$ cat config.mk
export PLATFORM = sky130hd
export DESIGN_NAME = car_sensor_conditioner
export DESIGN_NICKNAME = d
export VERILOG_FILES = /design/src/rtl/car_sensor_conditioner.sv
export SDC_FILE = /design/constraint.sdc
export NUM_CORES = 1
export LEC_CHECK = 0
export CORE_ASPECT_RATIO = 1.75
export CORE_UTILIZATION = 30
export DETAILED_ROUTE_END_ITERATION = 6
export SLEW_MARGIN = 20
export SYNTH_ARGS = -nofsm -noshare
export SYNTH_HDL_FRONTEND = slang
export SYNTH_SLANG_ARGS = --single-unit
$ cat constraint.sdc
create_clock -name clock -period 2.3 [get_ports clock]
set_input_delay 0.46 -clock clock [delete_from_list [all_inputs] [get_ports clock]]
set_output_delay 0.46 -clock clock [all_outputs]
set_load 0.005 [all_outputs]
$ cat src/rtl/car_sensor_conditioner.sv
// ---------------------------------------------------------------------------
// car_sensor_conditioner
//
// Turns the raw side-road vehicle detector into the intersection controller's
// request X. The detector is synchronised and debounced, each debounced
// rising edge counts one waiting vehicle, and vehicles are credited as
// departed while the east-west light is green. The request is dropped once
// the queue is empty or a maximum-green budget has been spent.
//
// Ports:
//   clock       in   rising-edge clock
//   clear       in   asynchronous active-high reset
//   sensor_raw  in   asynchronous detector level, 1 = vehicle present
//   ew          in   controller east-west light (0 red, 1 yellow, 2 green,
//                    3 treated as not green)
//   X           out  request to the controller
//   car_count   out  number of vehicles waiting
//   overflow    out  sticky: an arrival was lost to counter saturation
// ---------------------------------------------------------------------------
module car_sensor_conditioner #(
  parameter int DEBOUNCE     = 4,
  parameter int CNT_W        = 4,
  parameter int SERVE_CYCLES = 8,
  parameter int MAX_GREEN    = 32
) (
  input  logic             clock,
  input  logic             clear,
  input  logic             sensor_raw,
  input  logic [1:0]       ew,
  output logic             X,
  output logic [CNT_W-1:0] car_count,
  output logic             overflow
);

  localparam int DEB_W   = $clog2(DEBOUNCE + 1);
  localparam int SERVE_W = $clog2(SERVE_CYCLES + 1);
  localparam int GREEN_W = $clog2(MAX_GREEN + 1);

  localparam logic [DEB_W-1:0]   DEB_LAST   = DEB_W'(DEBOUNCE - 1);
  localparam logic [SERVE_W-1:0] SERVE_LAST = SERVE_W'(SERVE_CYCLES - 1);
  localparam logic [GREEN_W-1:0] GREEN_LAST = GREEN_W'(MAX_GREEN - 1);
  localparam logic [CNT_W-1:0]   CNT_MAX    = {CNT_W{1'b1}};

  // Bit 1 of the encoding is the request itself, so X comes straight from one
  // flop and cannot glitch on any state change.
  typedef enum logic [1:0] {
    IDLE    = 2'b00,
    CUTOFF  = 2'b01,
    REQUEST = 2'b10,
    SERVE   = 2'b11
  } state_t;

  logic               sync_p0;
  logic               sync_p1;
  logic               stable;
  logic [DEB_W-1:0]   deb_cnt;
  logic               arrival;
  logic [SERVE_W-1:0] serve_tmr;
  logic               depart;
  logic [GREEN_W-1:0] green_tmr;
  state_t             state;
  state_t             state_nxt;
  logic               ew_green;
  logic               deb_accept;

  function automatic logic [CNT_W-1:0] sat_inc(input logic [CNT_W-1:0] v);
    return (v == CNT_MAX) ? v : v + CNT_W'(1);
  endfunction

  function automatic logic [CNT_W-1:0] floor_dec(input logic [CNT_W-1:0] v);
    return (v == '0) ? v : v - CNT_W'(1);
  endfunction

  assign ew_green   = (ew == 2'd2);
  assign deb_accept = (sync_p1 != stable) && (deb_cnt == DEB_LAST);

  // Stage: two-flop synchroniser for the asynchronous detector
  always_ff @(posedge clock or posedge clear) begin
    if (clear) begin
      sync_p0 <= 1'b0;
      sync_p1 <= 1'b0;
    end else begin
      sync_p0 <= sensor_raw;
      sync_p1 <= sync_p0;
    end
  end

  // Stage: debounce and arrival pulse
  always_ff @(posedge clock or posedge clear) begin
    if (clear) begin
      stable  <= 1'b0;
      deb_cnt <= '0;
      arrival <= 1'b0;
    end else begin
      arrival <= deb_accept && sync_p1;
      if (sync_p1 == stable) begin
        deb_cnt <= '0;
      end else if (deb_accept) begin
        stable  <= sync_p1;
        deb_cnt <= '0;
      end else begin
        deb_cnt <= deb_cnt + DEB_W'(1);
      end
    end
  end

  // Stage: serve timer (departure credit) and green budget timer
  always_ff @(posedge clock or posedge clear) begin
    if (clear) begin
      serve_tmr <= '0;
      depart    <= 1'b0;
      green_tmr <= '0;
    end else if (ew_green) begin
      if (serve_tmr == SERVE_LAST) begin
        serve_tmr <= '0;
        depart    <= 1'b1;
      end else begin
        serve_tmr <= serve_tmr + SERVE_W'(1);
        depart    <= 1'b0;
      end
      if (green_tmr != GREEN_LAST) begin
        green_tmr <= green_tmr + GREEN_W'(1);
      end
    end else begin
      serve_tmr <= '0;
      depart    <= 1'b0;
      green_tmr <= '0;
    end
  end

  // Stage: waiting-vehicle counter; a simultaneous arrival and departure
  // cancel, so neither saturation nor overflow applies in that cycle.
  always_ff @(posedge clock or posedge clear) begin
    if (clear) begin
      car_count <= '0;
      overflow  <= 1'b0;
    end else begin
      case ({arrival, depart})
        2'b10: begin
          if (car_count == CNT_MAX) begin
            overflow <= 1'b1;
          end
          car_count <= sat_inc(car_count);
        end
        2'b01:   car_count <= floor_dec(car_count);
        default: car_count <= car_count;
      endcase
    end
  end

  // Stage: request state machine
  always_ff @(posedge clock or posedge clear) begin
    if (clear) begin
      state <= IDLE;
    end else begin
      state <= state_nxt;
    end
  end

  always_comb begin
    state_nxt = state;
    case (state)
      IDLE: begin
        if (car_count != '0) state_nxt = REQUEST;
      end
      REQUEST: begin
        if (car_count == '0) state_nxt = IDLE;
        else if (ew_green)   state_nxt = SERVE;
      end
      SERVE: begin
        if (car_count == '0)             state_nxt = IDLE;
        else if (!ew_green)              state_nxt = REQUEST;
        else if (green_tmr == GREEN_LAST) state_nxt = CUTOFF;
      end
      CUTOFF: begin
        if (!ew_green) state_nxt = (car_count != '0) ? REQUEST : IDLE;
      end
      default: state_nxt = IDLE;
    endcase
  end

  assign X = state[1];

endmodule

Word-level counts from Yosys, hierarchy flattened
Index checks and enable logic that the tools add are counted.
Widths: inputs -> output; s select.

cells by class
  multiplexer cells = 20
  eq/ne operators = 20
  reduce and logical (&&, ||, !) cells = 10
  bitwise operators = 1
  add/sub/neg operators = 5

operator list
  operator             number
  $mux 2               8
  $mux 4               4
  $mux 6               2
  $add 4x1->4 const B  2
  $eq 2x2->1 const B   4
  $ne 2x2->1 const B   4
  $pmux 2 s4           1
  $pmux 4 s2           1
  $add 6x1->6 const B  1
  $eq 6x5->1 const B   1
  $mux 3               2
  $ne 6x5->1 const B   1
  $eq 2x1->1 const B   2
  $eq 4x3->1 const B   1
  $eq 4x4->1 const B   1
  $logic_not 4->1      1
  $ne 4x4->1 const B   1
  $reduce_and 2->1     2
  $reduce_and 4->1     1
  $reduce_bool 4->1    1
  $sub 4x1->4 const B  1
  $add 3x1->3 const B  1
  $eq 3x2->1 const B   1
  $ne 3x3->1 const B   1
  9 further kinds      11

storage, ports and cells
  input bits = 5
  word-level logic and storage cells = 67
  output and inout port bits = 6
  flip-flop bits (word level) = 25

Longest topological paths before layout
Gate-level depths: netlist of run 1.

  depth in word-level cells = 5
  gate-level depth with buffers = 6
  gate-level depth less buffers = 6

Worst setup path before layout of run 1
No wires, ideal clock.

  kind = reg-to-reg
  start = register car_count[1]
  end = register car_count[1]
  data required time = 2.175 ns
  library setup time = 0.125 ns
  path buffers = 1
  cell stages (with the launch flop) = 6
  clock period less this slack = 1.424 ns
  data arrival time = 1.299 ns
  path slack = 0.876 ns
  path through = dfrtp_1 > buf_6 > nor4_4 > nor2_2 > a21o_1 > mux2_4

on the way
  word-level cells in the longest chain between the ends = 3
  elaborated cells between the ends (all ways) = 10
  classes of those cells = add/sub: 2; eq/ne: 3; mux: 3; reduce/logical: 2

RTL lines
  what                                            line  source
  start: declaration                              31    output logic [CNT_W-1:0] car_count,
  start signal: assignment                        143   car_count <= sat_inc(car_count);
  start signal: assignment                        145   2'b01: car_count <= floor_dec(car_count);
  start signal: assignment                        146   default: car_count <= car_count;
  $sub 4x1->4 (tied with other cells)             71    return (v == '0) ? v : v - CNT_W'(1);
  $mux 4 (tied with other cells)                  71
  $pmux 4 s2 or $reduce_and 3->1 (tied branches)  n/a

Several ways; a longest one is shown, not always the timed one. The select of a mux whose other input is x is not followed.
A chain may end at the register's enable or synchronous reset.

Final worst setup path of run 1
  start = register car_count[1]
  end = output car_count[1]

No word-level cell between the ends.

==> summary.txt, run 1 <==
Status
  • Status: finished clean

Timing
  • Worst Hold Slack: 0.356 ns
  • Post-Route Skew: slightly below 0.001 ns
  • Max_slew headroom: 0.786
  • Setup tns final: 0 ns
  • Unrepaired setup endpoints after global routing: false
  • Setup violations, final: 0
  • Max-slew violations: 0
  • Max frequency: about 550 MHz
  • Final worst path period need: 1.82 ns
  • Final Cycle Share: 0.793
  • Final hold vios: 0
  • Actual slew at the worst max-slew pin: 0.321 ns

Global route
  • Initial antenna violation count: 0
  • First-pass GRT wire length: between 3 and 4 mm
  • Vias in the first global route: 734
  • Total gr overflow: 0
  • Largest net degree at the start of global routing: 26
  • Tot GR Track Use: 0.114

Floorplan
  • Die width: between 40 and 50 um
  • Die area: around 4000 um2
  • Area of the core: around 3400 um2
  • FP Rows: 28
  • Top Ports: 11
  • Overall die height: between 80 and 90 um
  • Initial Util: 0.317

Critical path
  • WP buf/inv: 1
  • CP Class: flip-flop to output pin
  • Slowest stage delay, CP: about 0.56 ns
  • Crit path max-delay cell type: clkdlybuf4s50_1
  • CP required: 1.84 ns
  • CP Max Fanout: 8
  • CP delay by family, top: buffers and inverters
  • CP endpoint kind: output pin
  • CP startpoint kind: flip-flop
  • Critical-path cell list: clkdlybuf4s50_1
  • Worst EP arrival: 1.36 ns

Pwr
  • PD cells: 889 nW/um2
  • Peak supply drop: 0.000416 V
  • Sw power: 0.000330 W
  • Clk pwr share: 0.226
  • Sw Ratio: 0.290
  • Pleak: 0.581 nW
  • Tot Pwr: 0.00114 W
  • Pint: between 0.0008 and 0.0009 W
  • Flop pwr share: 0.525
  • Logic pwr share: 0.250

Routing
  • Iteration-0 DRC count of the detailed router: 9
  • Post-DR wirelength/cell: 11.7 um
  • Number of remaining DRC errors: 0
  • Vias post-DR: about 740
  • Drt via density: 4.88
  • Drt pass-1 iters: 4
  • Antenna Nets Post-Route: 0
  • Post-Route WL: approximately 1.8 mm

Logic synthesis
  • Syn nets: ~100
  • Syn. warnings: 0
  • Area contributors post-synth: dfrtp_1 57%, ha_1 4.6%, xnor2_1 4.0%
  • Cell area after synthesis: 1090 um2
  • Mapped Cells: 95
  • Post-synth cell types: 31
  • Asr flop ratio synth: 1.00
  • EDFF count, synth: 0
  • Main synth FF type: dfrtp_1
  • Seq/Total Area, Yosys: 0.574
  • Synth area leader: dfrtp_1
  • Synth Area per Inst: about 11 um2
  • Share of the synthesized area in the top cell type: 0.574
  • Synth Register Bits: 25

Cells and area
  • Commonest non-fill, non-tap cell in the layout: dfrtp_1
  • Fillers: 371
  • Ant. Diodes: 0
  • Nets: around 120
  • Area Overhead vs Synth: 17.5%
  • Fraction of layout cells with a size suffix above 1: 0.0748
  • Final core occ: 0.373
  • Most frequent cells in the layout: 25 x dfrtp_1, 10 x clkdlybuf4s50_1, 9 x nor2_1

Placement
  • IO Port Bufs: 10
  • Hpwl dp: 1.34 mm
  • Gpl congestion: about 0.78

Clock network
  • H-Tree Depth: 1
  • Post-CTS sizing: 0
  • CTS sink cnt: 25
  • CTS root buf: clkbuf_8
  • Setup Buffers After CTS: 0
  • Clock buffer depth: 2
  • Clk pin slew, worst setup/hold paths: 0.08 ns
  • CTS tree: built
  • Post-CTS Hold Buffers: 0
  • Skew-Pair Late Insertion Delay: between 0.2 and 0.3 ns
  • CTS Buf Count: 3

Flow run
  • Total of max-cap violations: 0

Hold path
  • Hold Path Class: flip-flop to flip-flop
stage by stage:
stage          std cells  instance area [um2]  setup slack [ns]
6_report             152                 1280             0.477
5_1_grt              152                 1280             0.417
4_1_cts              152                 1280             0.457
3_5_place_dp         148                 1230             0.675
3_3_place_gp         148                 1230             0.720
2_1_floorplan         95                 1090             0.876
synthesized netlist by cell type (2+ instances only):
library cell,n
dfrtp_1,25
nor2_1,9
o21ai_0,6
xnor2_1,5
a31oi_1,4
ha_1,4
inv_1,4
nor2b_1,4
nor3_1,4
nand2_1,3
nand3_1,3
a21oi_1,2
clkbuf_1,2
mux2i_1,2
nand2b_1,2
per-layer routing:
metal  part of all wire  track usage  routed length (um)  up-vias
li1                   -            -                   -      356
met1               0.45        0.140                 799      360
met2               0.48        0.173                 857       20
met3              0.036       0.0198                  65        6
met4              0.034       0.0806                  61        0
met5                  0            0                   0        -
registers in the layout, summed over array words and instances (netlist names), 2 cells and up:
signal     flops
deb_cnt        3
serve_tmr      4
green_tmr      6
state          2
car_count      4
cell families after synthesis:
| kind of cell | Yosys count | synth area share |
|---|---|---|
| fa+ha+maj | 4 | 0.0459 |
| simple gates | 33 | 0.171 |
| xor+xnor | 5 | 0.0402 |
| mux | 4 | 0.0425 |
| buf+inv | 7 | 0.0310 |
| flops | 25 | 0.574 |
| compound gates | 17 | 0.0953 |
layout make-up:
| type | instances | area, um2 | area share |
|---|---|---|---|
| Clock buffer | 4 | 45.0 | 0.0352 |
| Inverter | 4 | 15.0 | 0.0117 |
| Multi-Input combinational cell | 63 | 430 | 0.336 |
| Sequential cell | 25 | 626 | 0.489 |
| Tap cell | 45 | 56.3 | 0.0440 |
| Timing Repair Buffer | 11 | 108 | 0.0841 |
final timing paths:
kind                                   start      endpoint  slack, ns  cells past startpoint
worst max-delay path            car_count[1]  car_count[1]       0.48                      1
worst min-delay path                 sync_p0       sync_p1       0.36                      0
worst max register to register  green_tmr[0]  green_tmr[1]       0.70                      5
worst min register to register       sync_p0       sync_p1       0.36                      0
max in group asynchronous              clear  serve_tmr[0]       1.52                      3
min in group asynchronous              clear    deb_cnt[0]       0.54                      3
power by group through the flow:
| stage | Clock [W] | Sequential [W] | Combinational [W] |
|---|---|---|---|
| after global placement | 0 | 0.000603 | 0.000279 |
| after CTS | 0.000261 | 0.000598 | 0.000290 |
| after detailed placement | 0 | 0.000607 | 0.000288 |
| after global routing | 0.000285 | 0.000609 | 0.000332 |
| after floorplan | 0 | 0.000581 | 0.000207 |
| final | 0.000257 | 0.000597 | 0.000285 |
(Power assumes the default switching activity.)
==> inputs of run 2 (changes only) <==
==> constraint.sdc (replaced) <==
create_clock -name clock -period 1.5 [get_ports clock]
set_input_delay 0.3 -clock clock [delete_from_list [all_inputs] [get_ports clock]]
set_output_delay 0.3 -clock clock [all_outputs]
set_load 0.005 [all_outputs]
==> summary.txt, run 2 (synthesized netlist as in run 1, its figures left out) <==
Status
  • Status: finished clean

Routing
  • Post-DR wirelength/cell: between 10 and 15 um
  • Number of remaining DRC errors: 0
  • Antenna Nets Post-Route: 0
  • Drt pass-1 iters: 4
  • Iteration-0 DRC count of the detailed router: 16
  • Vias post-DR: 775
  • Drt via density: about 4.7
  • Post-Route WL: 1.94 mm

Timing
  • Final hold vios: 0
  • Final worst path period need: roughly 1.5 ns
  • Setup tns final: 0 ns
  • Post-Route Skew: 0.000975 ns
  • Worst Hold Slack: 0.354 ns
  • Setup ws final: 0.00574 ns
  • Final Cycle Share: 0.996
  • Unrepaired setup endpoints after global routing: true
  • Setup violations, final: 0
  • Max frequency: 669 MHz
  • Actual slew at the worst max-slew pin: 0.314 ns
  • Max-slew violations: 0
  • Max_slew headroom: 0.790

Flow run
  • Total of max-cap violations: 0

Global route
  • First-pass GRT wire length: 3.45 mm
  • Vias in the first global route: 813
  • Initial antenna violation count: 0
  • Largest net degree at the start of global routing: 26
  • Total gr overflow: 0
  • Tot GR Track Use: 0.125

Clock network
  • CTS root buf: clkbuf_8
  • Clock buffer depth: 2
  • Skew-Pair Late Insertion Delay: 0.27 ns
  • CTS tree: built
  • H-Tree Depth: 1
  • Clk pin slew, worst setup/hold paths: about 0.080 ns
  • CTS Buf Count: 3
  • Post-CTS Hold Buffers: 0
  • CTS sink cnt: 25

Placement
  • Hpwl dp: 1.37 mm
  • IO Port Bufs: 10
  • Post-place setup slack: -0.0293 ns
  • Area after DPL: 1260 um2
  • Gpl congestion: a little under 0.8

Critical path
  • CP endpoint kind: flip-flop
  • RR Startpoint: car_count[3]
  • CP startpoint: car_count[3]
  • Reg2Reg Setup Slack: 0.006 ns
  • CP startpoint kind: flip-flop
  • CP required: 1.65 ns
  • CP Class: flip-flop to flip-flop
  • Worst EP arrival: 1.65 ns
  • CP Max Fanout: 3

Hold path
  • Hold Path Class: flip-flop to flip-flop
  • Hold Startpoint: sync_p0

Floorplan
  • Top Ports: 11
  • Overall die height: 81.7 um
  • Die width: 47.6 um
  • Initial Util: 0.317
  • Area of the core: 3430 um2
  • Die area: 3890 um2
  • FP Rows: 28

Cells and area
  • Register with the most flip-flops: green_tmr
  • Top Registers: green_tmr (6), car_count (4), serve_tmr (4)
  • Final core occ: 0.409
  • Ant. Diodes: 0
  • Design area: 1410 um2
  • Largest register FFs: 6
  • Nets: ~130
  • Fraction of layout cells with a size suffix above 1: 0.202
  • Area of the multi-input gates: 448 um2
  • Most frequent cells in the layout: 23 x dfrtp_1, 11 x buf_4, 9 x nor2_1
  • Commonest non-fill, non-tap cell in the layout: dfrtp_1
  • Area Overhead vs Synth: 28.9%
  • Fillers: 349
  • FF/Latch Area: 628 um2

Pwr
  • PD cells: 1420 nW/um2
  • Pleak: 0.648 nW
  • Peak supply drop: 0.000560 V
[run 2: cell count changes in the layout (fill, tap and decap cells not counted), moves of 2 or more]
cell / before / now
buf_4: 1 / 11
dfrtp_2: 0 / 2
clkdlybuf4s50_1: 10 / 8
dfrtp_1: 25 / 23
[run 2: where the power goes]
| part | total [W] | switching (W) | leakage, nW | internal (W) |
|---|---|---|---|---|
| Clock | 0.000388 | 0.000198 | 0.0228 | 0.000190 |
| Sequential | 0.000861 | 0.0000770 | 0.330 | 0.000784 |
| Combinational | 0.000752 | 0.000285 | 0.295 | 0.000467 |
| Total | 0.00200 | 0.000560 | 0.648 | 0.00144 |
[run 2: final cells by class]
type                            count  share of cell area
Tap cell                           45              0.0401
Inverter                            4              0.0107
Multi-Input combinational cell     63               0.319
Sequential cell                    25               0.447
Timing Repair Buffer               23               0.151
Clock buffer                        4              0.0321
[run 2: per-layer routing]
layer / wire length, um / up-vias / track usage
met2: 1110 / 16 / 0.218
met3: 55 / 4 / 0.0198
li1: - / 375 / -
met4: 38 / 0 / 0.0667
met5: 0 / - / 0
met1: 736 / 380 / 0.135
[run 2: worst paths after layout]
check / cells past startpoint / end
hold reg to reg: 0 / sync_p1
min in group asynchronous: 3 / depart
hold / removal: 0 / sync_p1
setup / recovery: 5 / car_count[1]
max in group asynchronous: 3 / car_count[2]
setup reg to reg: 5 / car_count[1]
[run 2: critical path: stages, from the launching register on]
cell and delay (ns):
dfrtp_1 0.39, buf_6 0.12, nor4_4 0.29, nor2_2 0.09, a21o_1 0.18, mux2_4 0.30
[run 2: per-stage QoR]
stage,cells,total power [W]
after global placement,152,0.00142
after CTS,161,0.00195
after global routing,164,0.00213
final,164,0.00200
after detailed placement,152,0.00146
after floorplan,95,0.00121
[run 2: repair_timing]
action	4_1_cts	5_1_grt
gates resized for setup	5	4
buffers inserted	5	4
setup endpoints to repair	6	8
==> inputs of run 3 (changes only) <==
--- a/config.mk
+++ b/config.mk
@@ -8,6 +8,7 @@
 export CORE_ASPECT_RATIO = 1.75
 export CORE_UTILIZATION = 30
 export DETAILED_ROUTE_END_ITERATION = 6
+export GPL_ROUTABILITY_DRIVEN = 0
 export SLEW_MARGIN = 20
 export SYNTH_ARGS = -nofsm -noshare
 export SYNTH_HDL_FRONTEND = slang
==> results of run 3 <==
Same layout as run 2: the final DEF is identical, and so are final timing and power.
